--- config.mk ---
export PLATFORM = sky130hd
export DESIGN_NAME = mem_port_arbiter_flat
export DESIGN_NICKNAME = d
export VERILOG_FILES = /design/src/rtl/mem_port_arbiter_if.sv /design/src/rtl/mem_port_arbiter.sv /design/src/flat_wrapper.sv
export SDC_FILE = /design/constraint.sdc
export NUM_CORES = 1
export LEC_CHECK = 0
export BUFFER_PORTS_ARGS = -buffer_cell sky130_fd_sc_hd__buf_2
export CORE_ASPECT_RATIO = 1.25
export CORE_MARGIN = 4
export CORE_UTILIZATION = 46
export DETAILED_ROUTE_END_ITERATION = 8
export MAX_ROUTING_LAYER = met4
export PLACE_DENSITY_LB_ADDON = 0.3
export SYNTH_ARGS = -nofsm -noshare
export SYNTH_HDL_FRONTEND = slang
export SYNTH_SLANG_ARGS = --single-unit
--- constraint.sdc ---
create_clock -name clock -period 2.1 [get_ports clock]
set_input_delay 0.21 -clock clock [delete_from_list [all_inputs] [get_ports clock]]
set_output_delay 0.21 -clock clock [all_outputs]
set_load 0.005 [all_outputs]
--- src/rtl/mem_port_arbiter_if.sv ---
// Bus bundle between the two RAM requesters (core C, secondary V), the
// single-port RAM and the arbiter. The master side is the environment
// (requesters plus RAM read data); the slave side is the arbiter itself.
interface mem_port_arbiter_if #(
  parameter int ADDR_W = 15,
  parameter int DATA_W = 16
);
  logic              c_req;
  logic              c_we;
  logic [ADDR_W-1:0] c_addr;
  logic [DATA_W-1:0] c_wdata;
  logic              c_ack;
  logic [DATA_W-1:0] c_rdata;

  logic              v_req;
  logic              v_we;
  logic [ADDR_W-1:0] v_addr;
  logic [DATA_W-1:0] v_wdata;
  logic              v_ack;
  logic [DATA_W-1:0] v_rdata;

  logic [ADDR_W-1:0] mem_addr;
  logic [DATA_W-1:0] mem_dout;
  logic              mem_we;
  logic [DATA_W-1:0] mem_din;

  modport master (
    output c_req, c_we, c_addr, c_wdata,
    output v_req, v_we, v_addr, v_wdata,
    output mem_din,
    input  c_ack, c_rdata, v_ack, v_rdata,
    input  mem_addr, mem_dout, mem_we
  );

  modport slave (
    input  c_req, c_we, c_addr, c_wdata,
    input  v_req, v_we, v_addr, v_wdata,
    input  mem_din,
    output c_ack, c_rdata, v_ack, v_rdata,
    output mem_addr, mem_dout, mem_we
  );
endinterface

--- src/rtl/mem_port_arbiter.sv ---
// Round-robin arbiter sharing one single-port RAM between the CPU core (C)
// and a secondary reader/writer (V). Each access runs IDLE -> ACCESS -> DONE;
// reads hold the address READ_LAT cycles before sampling mem_din.
module mem_port_arbiter #(
  parameter int ADDR_W   = 15,
  parameter int DATA_W   = 16,
  parameter int READ_LAT = 2
) (
  input  logic            clock,
  input  logic            reset_n,
  mem_port_arbiter_if.slave bus
);

  localparam int CNT_W = (READ_LAT > 1) ? $clog2(READ_LAT) : 1;
  localparam logic [CNT_W-1:0] RD_WAIT = CNT_W'(READ_LAT - 1);

  typedef enum logic [1:0] {IDLE, ACCESS, DONE} state_t;

  state_t            state, state_nxt;
  logic              start, finish, sel_v;
  logic              grant_v;   // winner of the transaction in flight
  logic              last_v;    // last grant went to V
  logic              is_wr;
  logic [CNT_W-1:0]  cnt;
  logic [ADDR_W-1:0] sel_addr;
  logic [DATA_W-1:0] sel_wdata;
  logic              sel_we;

  // Winner's request fields; the loser's inputs never reach the RAM.
  always_comb begin
    sel_addr  = sel_v ? bus.v_addr  : bus.c_addr;
    sel_wdata = sel_v ? bus.v_wdata : bus.c_wdata;
    sel_we    = sel_v ? bus.v_we    : bus.c_we;
  end

  // State register.
  always_ff @(posedge clock or negedge reset_n) begin
    if (!reset_n) state <= IDLE;
    else          state <= state_nxt;
  end

  // Next state and arbitration: on a tie the port that did not win last time goes.
  always_comb begin
    state_nxt = state;
    start     = 1'b0;
    finish    = 1'b0;
    sel_v     = 1'b0;
    unique case (state)
      IDLE: begin
        if (bus.c_req || bus.v_req) begin
          start     = 1'b1;
          sel_v     = bus.v_req && (!bus.c_req || !last_v);
          state_nxt = ACCESS;
        end
      end
      ACCESS: begin
        if (cnt == '0) begin
          finish    = 1'b1;
          state_nxt = DONE;
        end
      end
      DONE:    state_nxt = IDLE;
      default: state_nxt = IDLE;
    endcase
  end

  // RAM drive, wait counter, grant history; reset aborts any access in flight.
  always_ff @(posedge clock or negedge reset_n) begin
    if (!reset_n) begin
      bus.mem_addr <= '0;
      bus.mem_dout <= '0;
      bus.mem_we   <= 1'b0;
      grant_v      <= 1'b0;
      last_v       <= 1'b1;
      is_wr        <= 1'b0;
      cnt          <= '0;
    end else if (start) begin
      bus.mem_addr <= sel_addr;
      bus.mem_dout <= sel_wdata;
      bus.mem_we   <= sel_we;
      grant_v      <= sel_v;
      last_v       <= sel_v;
      is_wr        <= sel_we;
      cnt          <= sel_we ? '0 : RD_WAIT;
    end else if (state == ACCESS) begin
      if (cnt != '0) cnt <= cnt - CNT_W'(1);
      if (finish)    bus.mem_we <= 1'b0;
    end
  end

  // Per-port read data capture and one-cycle completion pulses.
  always_ff @(posedge clock or negedge reset_n) begin
    if (!reset_n) begin
      bus.c_rdata <= '0;
      bus.v_rdata <= '0;
      bus.c_ack   <= 1'b0;
      bus.v_ack   <= 1'b0;
    end else begin
      bus.c_ack <= finish && !grant_v;
      bus.v_ack <= finish &&  grant_v;
      if (finish && !is_wr) begin
        if (grant_v) bus.v_rdata <= bus.mem_din;
        else         bus.c_rdata <= bus.mem_din;
      end
    end
  end

endmodule

--- src/flat_wrapper.sv ---
// flat-port wrapper written by rule: the top's interface ports become plain ports
module mem_port_arbiter_flat 
#(
  parameter int ADDR_W   = 15,
  parameter int DATA_W   = 16,
  parameter int READ_LAT = 2
)
  (clock, reset_n, bus_c_req, bus_c_we, bus_c_addr, bus_c_wdata, bus_v_req, bus_v_we, bus_v_addr, bus_v_wdata, bus_mem_din, bus_c_ack, bus_c_rdata, bus_v_ack, bus_v_rdata, bus_mem_addr, bus_mem_dout, bus_mem_we);
  mem_port_arbiter_if #(.ADDR_W(ADDR_W), .DATA_W(DATA_W)) bus_i ();
  input  logic clock;
  input  logic reset_n;
  input wire logic [$bits(bus_i.c_req)-1:0] bus_c_req;
  input wire logic [$bits(bus_i.c_we)-1:0] bus_c_we;
  input wire logic [$bits(bus_i.c_addr)-1:0] bus_c_addr;
  input wire logic [$bits(bus_i.c_wdata)-1:0] bus_c_wdata;
  input wire logic [$bits(bus_i.v_req)-1:0] bus_v_req;
  input wire logic [$bits(bus_i.v_we)-1:0] bus_v_we;
  input wire logic [$bits(bus_i.v_addr)-1:0] bus_v_addr;
  input wire logic [$bits(bus_i.v_wdata)-1:0] bus_v_wdata;
  input wire logic [$bits(bus_i.mem_din)-1:0] bus_mem_din;
  output wire logic [$bits(bus_i.c_ack)-1:0] bus_c_ack;
  output wire logic [$bits(bus_i.c_rdata)-1:0] bus_c_rdata;
  output wire logic [$bits(bus_i.v_ack)-1:0] bus_v_ack;
  output wire logic [$bits(bus_i.v_rdata)-1:0] bus_v_rdata;
  output wire logic [$bits(bus_i.mem_addr)-1:0] bus_mem_addr;
  output wire logic [$bits(bus_i.mem_dout)-1:0] bus_mem_dout;
  output wire logic [$bits(bus_i.mem_we)-1:0] bus_mem_we;
  assign bus_i.c_req = bus_c_req;
  assign bus_i.c_we = bus_c_we;
  assign bus_i.c_addr = bus_c_addr;
  assign bus_i.c_wdata = bus_c_wdata;
  assign bus_i.v_req = bus_v_req;
  assign bus_i.v_we = bus_v_we;
  assign bus_i.v_addr = bus_v_addr;
  assign bus_i.v_wdata = bus_v_wdata;
  assign bus_i.mem_din = bus_mem_din;
  assign bus_c_ack = bus_i.c_ack;
  assign bus_c_rdata = bus_i.c_rdata;
  assign bus_v_ack = bus_i.v_ack;
  assign bus_v_rdata = bus_i.v_rdata;
  assign bus_mem_addr = bus_i.mem_addr;
  assign bus_mem_dout = bus_i.mem_dout;
  assign bus_mem_we = bus_i.mem_we;
  mem_port_arbiter #(.ADDR_W(ADDR_W), .DATA_W(DATA_W), .READ_LAT(READ_LAT)) u_core (.clock(clock), .reset_n(reset_n), .bus(bus_i));
endmodule
### After elaboration in Yosys (flattened, before gate mapping)

Cells that the tools add are included.

* bits in registers: 72

* bitwise operators: 1
* reduce and logical (&&, ||, !) cells: 17
* muxes and demuxes: 19
* equality and inequality tests: 3
* $add $sub $neg: 1

Operator list (number)
* 2-to-1 mux 16 bit: 1
* 2-to-1 mux 15 bit: 1
* 2-to-1 mux 1 bit: 14
* AND reduction 2 bit: 4
* logical AND 1 bit: 4
* logical NOT 1 bit: 4
* 2-to-1 mux 2 bit: 2
* case mux 2 bit (2 select lines): 1
* nonzero test 2 bit: 2
* equality test 2 x 1 -> 1 bit, second input constant: 1
* logical NOT 2 bit: 1
* logical OR 1 bit: 2
* inequality test 2 x 1 -> 1 bit, second input constant: 1
* inequality test 2 bit, second input constant: 1
* NOT 1 bit: 1
* subtractor 1 bit, second input constant: 1

### Longest topological paths before layout

* depth after elaboration: 8
* mapped depth: 5
* depth with buffers taken out: 4

### Worst setup path before layout

No wires, ideal clock.

* path type: flip-flop to flip-flop
* start point: register u_core.last_v
* end point: register u_core.bus.mem_dout[10]
* clock period less this slack: 1.763 ns
* arrival: 1.639 ns
* cell stages (with the launch flop): 6
* buffers on the path: 2
* required time: 1.975 ns
* slack: 0.337 ns
* library setup time: 0.125 ns
* cells stage by stage: dfstp_2 a21bo_2 clkbuf_1 buf_2 mux2_2 mux2_2

* cells in the longest elaborated chain, start to end: 6

RTL lines
* start, declared: RTL line mem_port_arbiter.sv:22 `logic last_v;`
* start signal, assigned: RTL line mem_port_arbiter.sv:82 `last_v <= sel_v;`
* logical NOT 1 bit: RTL line mem_port_arbiter.sv:52 `sel_v = bus.v_req && (!bus.c_req || !last_v);`
* logical OR 1 bit: RTL line mem_port_arbiter.sv:52
* logical AND 1 bit: RTL line mem_port_arbiter.sv:52
* 2-to-1 mux 1 bit: RTL line mem_port_arbiter.sv:50 `if (bus.c_req || bus.v_req) begin`
* 2-to-1 mux 1 bit: RTL line mem_port_arbiter.sv:48 `unique case (state)`
* 2-to-1 mux 16 bit: RTL line mem_port_arbiter.sv:32 `sel_wdata = sel_v ? bus.v_wdata : bus.c_wdata;`
* end signal, assigned: RTL line mem_port_arbiter.sv:79 `bus.mem_dout <= sel_wdata;`
* end, declared: RTL line mem_port_arbiter_if.sv:40 `output mem_addr, mem_dout, mem_we`

Every way passes these cells.
A chain may end at the register's enable or synchronous reset.

### Worst setup path in the final report

* start point: register u_core.last_v
* end point: register u_core.bus.mem_addr[13]

* cells in the longest elaborated chain, start to end: 6

RTL lines
* logical NOT 1 bit: RTL line mem_port_arbiter.sv:52
* logical OR 1 bit: RTL line mem_port_arbiter.sv:52
* logical AND 1 bit: RTL line mem_port_arbiter.sv:52
* 2-to-1 mux 1 bit: RTL line mem_port_arbiter.sv:50
* 2-to-1 mux 1 bit: RTL line mem_port_arbiter.sv:48
* 2-to-1 mux 15 bit: RTL line mem_port_arbiter.sv:31 `sel_addr = sel_v ? bus.v_addr : bus.c_addr;`
* end signal, assigned: RTL line mem_port_arbiter.sv:78 `bus.mem_addr <= sel_addr;`
* end, declared: RTL line mem_port_arbiter_if.sv:40

Every way passes these cells.

==> flow_summary.yaml <==
place:
  io_buffers: 149
  gp_congestion: 0.664
  dp_cells: 430
  hpwl_mm: 4.77
sta:
  fin_crit_ns: 1.73
  hold_violations: 0
  fin_skew_ns: 0.0106
  worst-slew-pin-transition_ns: 0.563
  rsz0062_at_grt: "false"
  fmax_mhz: 576
  final_max_slew_viol_count: 0
  setup_tns_ns: 0
  fin_crit_sh_pct: 82.6
  slew_headroom_pct: 62.5
  setup_viol: 0
power:
  peakVddDrop_uv: 863
  powerDensity_nw_per_um2: 1380
  p_leak_nw: 2.09
logic_synthesis:
  synth.yosys.warnings: 0
  syn_inst: 198
  ys_seq_area_share_pct: 57.7
  syn-num-nets: 282
  synth_area_per_cell_um2: 15.8
  synth_seq_cells: 72
  syn-cell-area_um2: 3130
  synth.distinct_cells: 24
clock_tree:
  insertion_delay_ns: 0.34
  cts_hold_repair.buffers: 1
  cts_buffer_depth: 2
  h-tree-depth: 3
  numClockSinks: 72
  cts_tree: "done"
  cts_resized: 0
  postCtsSetupBuffers: 0
  root_buffer: "clkbuf_8"
  path_clk_slew_ns: 0.07
  cts_inserted_buffers: 9
floorplan:
  coreArea_um2: 6570
  die_h_um: 100
  core.rowCount: 33
  start_util_pct: 47.6
  die_w_um: 81.7
  io_pins: 150
  dieArea_um2: 8190
routing:
  vias: 2155
  first_pass_iters: 4
  drc_errors: 0
  post_drt_wl_per_cell_um: 14.1
  ant_nets: 0
  viasPerCell: 4.83
  drtIter0Drc: 35
  routed_wirelength_mm: 6.28
grt:
  met2_usage_pct: 26.1
  grt_pass1_vias: 2242
  grt_max_degree: 50
  grt_pass1_wl_mm: 9.90
  met1_usage_pct: 18.4
  met3_usage_pct: 6.91
  gr-usage-all-layers_pct: 16.2
  grt.overflow.total: 0
  top_usage_layer: "met2"
  antenna_found_initial: 0
setup_path:
  critPathBufInv: 1
  required_ns: 2.32
  cp_common_cell: "mux2_2"
  crit_family: "multiplexers"
  critPathSlowestCell: "dfstp_2"
  worstPathArrival_ns: 1.95
  critPathLaunchType: "register"
  worst-setup-path-type: "register to register"
  crit_chain: "a21bo_2, buf_4, mux2_2, mux2_2"
  endpoint_kind: "register"
  max_stage_delay_ns: 0.54
  cp_max_fo: 24
layout:
  stdcell_count: 446
  final_cell_mix: "buf_2 (149), mux2_2 (85), dfrtp_1 (71), mux2_4 (10), clkbuf_8 (10)"
  fin_util_pct: 63.7
  nets: 439
  insertedDiodeCount: 0
  drive_above_1_share_pct: 74.9
  area_growth_syn_to_layout_pct: 33.8
  final_common_cell: "buf_2"
hold_path:
  hp-class: "input port to register"
run:
  maxCapViolations: 0
outcome:
  outcome: "complete, no violations"
[worst paths after layout]
kind | from | to | slack (ns) | depth (start not counted)
worst max-delay path | u_core.last_v | u_core.bus.mem_addr[13] | 0.37 | 4
worst min-delay path | bus_c_req | u_core.last_v | 0.10 | 2
worst max register to register | u_core.last_v | u_core.bus.mem_addr[13] | 0.37 | 4
worst min register to register | u_core.bus.mem_dout[1] | u_core.bus.mem_dout[1] | 0.50 | 1
max in group asynchronous | reset_n | u_core.bus.mem_dout[1] | 1.05 | 3
min in group asynchronous | reset_n | u_core.bus.mem_dout[8] | 0.39 | 2
[metal layers]
metal / wire [um] / vias up
met1: 2500 / 1022
met3: 704 / 6
met4: 61 / 0
met5: 0 / -
met2: 3010 / 101
li1: - / 1026
[worst register-to-register path, delay by kind of cell (launching register included)]
family | cells | cell delay, ns
multiplexers | 2 | 0.65
flip-flops | 1 | 0.54
buffers and inverters | 1 | 0.29
AO/OA/AOI/OAI | 1 | 0.14
[through the flow]
| step | instance area (um^2) | power (mW) | hold WS [ns] | setup WS, ns |
|---|---|---|---|---|
| after global routing | 4180 | 6.22 | 0.0850 | 0.305 |
| after detailed placement | 3990 | 4.82 | 0.229 | 0.361 |
| final | 4180 | 5.77 | 0.105 | 0.365 |
| after floorplan | 3130 | 3.82 | -0.0856 | 0.337 |
| after CTS | 4180 | 5.88 | 0.0837 | 0.352 |
| after global placement | 3990 | 4.74 | 0.239 | 0.408 |
[kinds of logic (layout without fill, tap and decap cells)]
kind of cell	count (synthesis)	count (layout)	share of synthesized area, %
AOI/OAI and AO/OA	6	6	1.32
buffers and inverters	12	173	2.16
DFF	72	72	57.7
muxes	98	98	36.4
and+or+nand+nor	10	10	2.44
[report_power, final]
part,internal (mW),switching (mW)
clock network,0.574,0.463
registers,2.10,0.350
logic,1.40,0.881
total,4.08,1.69
[layout make-up]
class / instances / area, um^2
Fill cell: 524 / 2380
Sequential cell: 72 / 1800
Multi-Input combinational cell: 114 / 1270
Timing Repair Buffer: 155 / 806
Clock buffer: 12 / 145
Tap cell: 87 / 109
Clock inverter: 3 / 42.5
Inverter: 3 / 11.3
[synthesized netlist by cell type, drive strengths merged]
cell type / count / area [um^2]
nor2: 2 / 7.51
a31oi: 1 / 6.26
nand3: 2 / 22.5
a21o: 1 / 7.51
nand2: 2 / 7.51
mux2i: 3 / 30.0
nor3: 2 / 21.3
inv: 3 / 11.3
and2: 1 / 6.26
dfrtp: 71 / 1780
a21boi: 1 / 7.51
a21oi: 1 / 5.00
mux2: 95 / 1110
a21bo: 1 / 10.0
dfstp: 1 / 26.3
or3b: 1 / 11.3
clkbuf: 1 / 3.75
buf: 8 / 52.6
o21ai: 1 / 5.00
[state kept, by name, indices dropped and copies added (netlist names)]
register / flops
u_core.bus.c_ack: 1
u_core.bus.c_rdata: 16
u_core.bus.mem_addr: 15
u_core.bus.mem_dout: 16
u_core.bus.mem_we: 1
u_core.bus.v_ack: 1
u_core.bus.v_rdata: 16
u_core.cnt: 1
u_core.grant_v: 1
u_core.is_wr: 1
u_core.last_v: 1
u_core.state: 2
(Power assumes the default switching activity.)
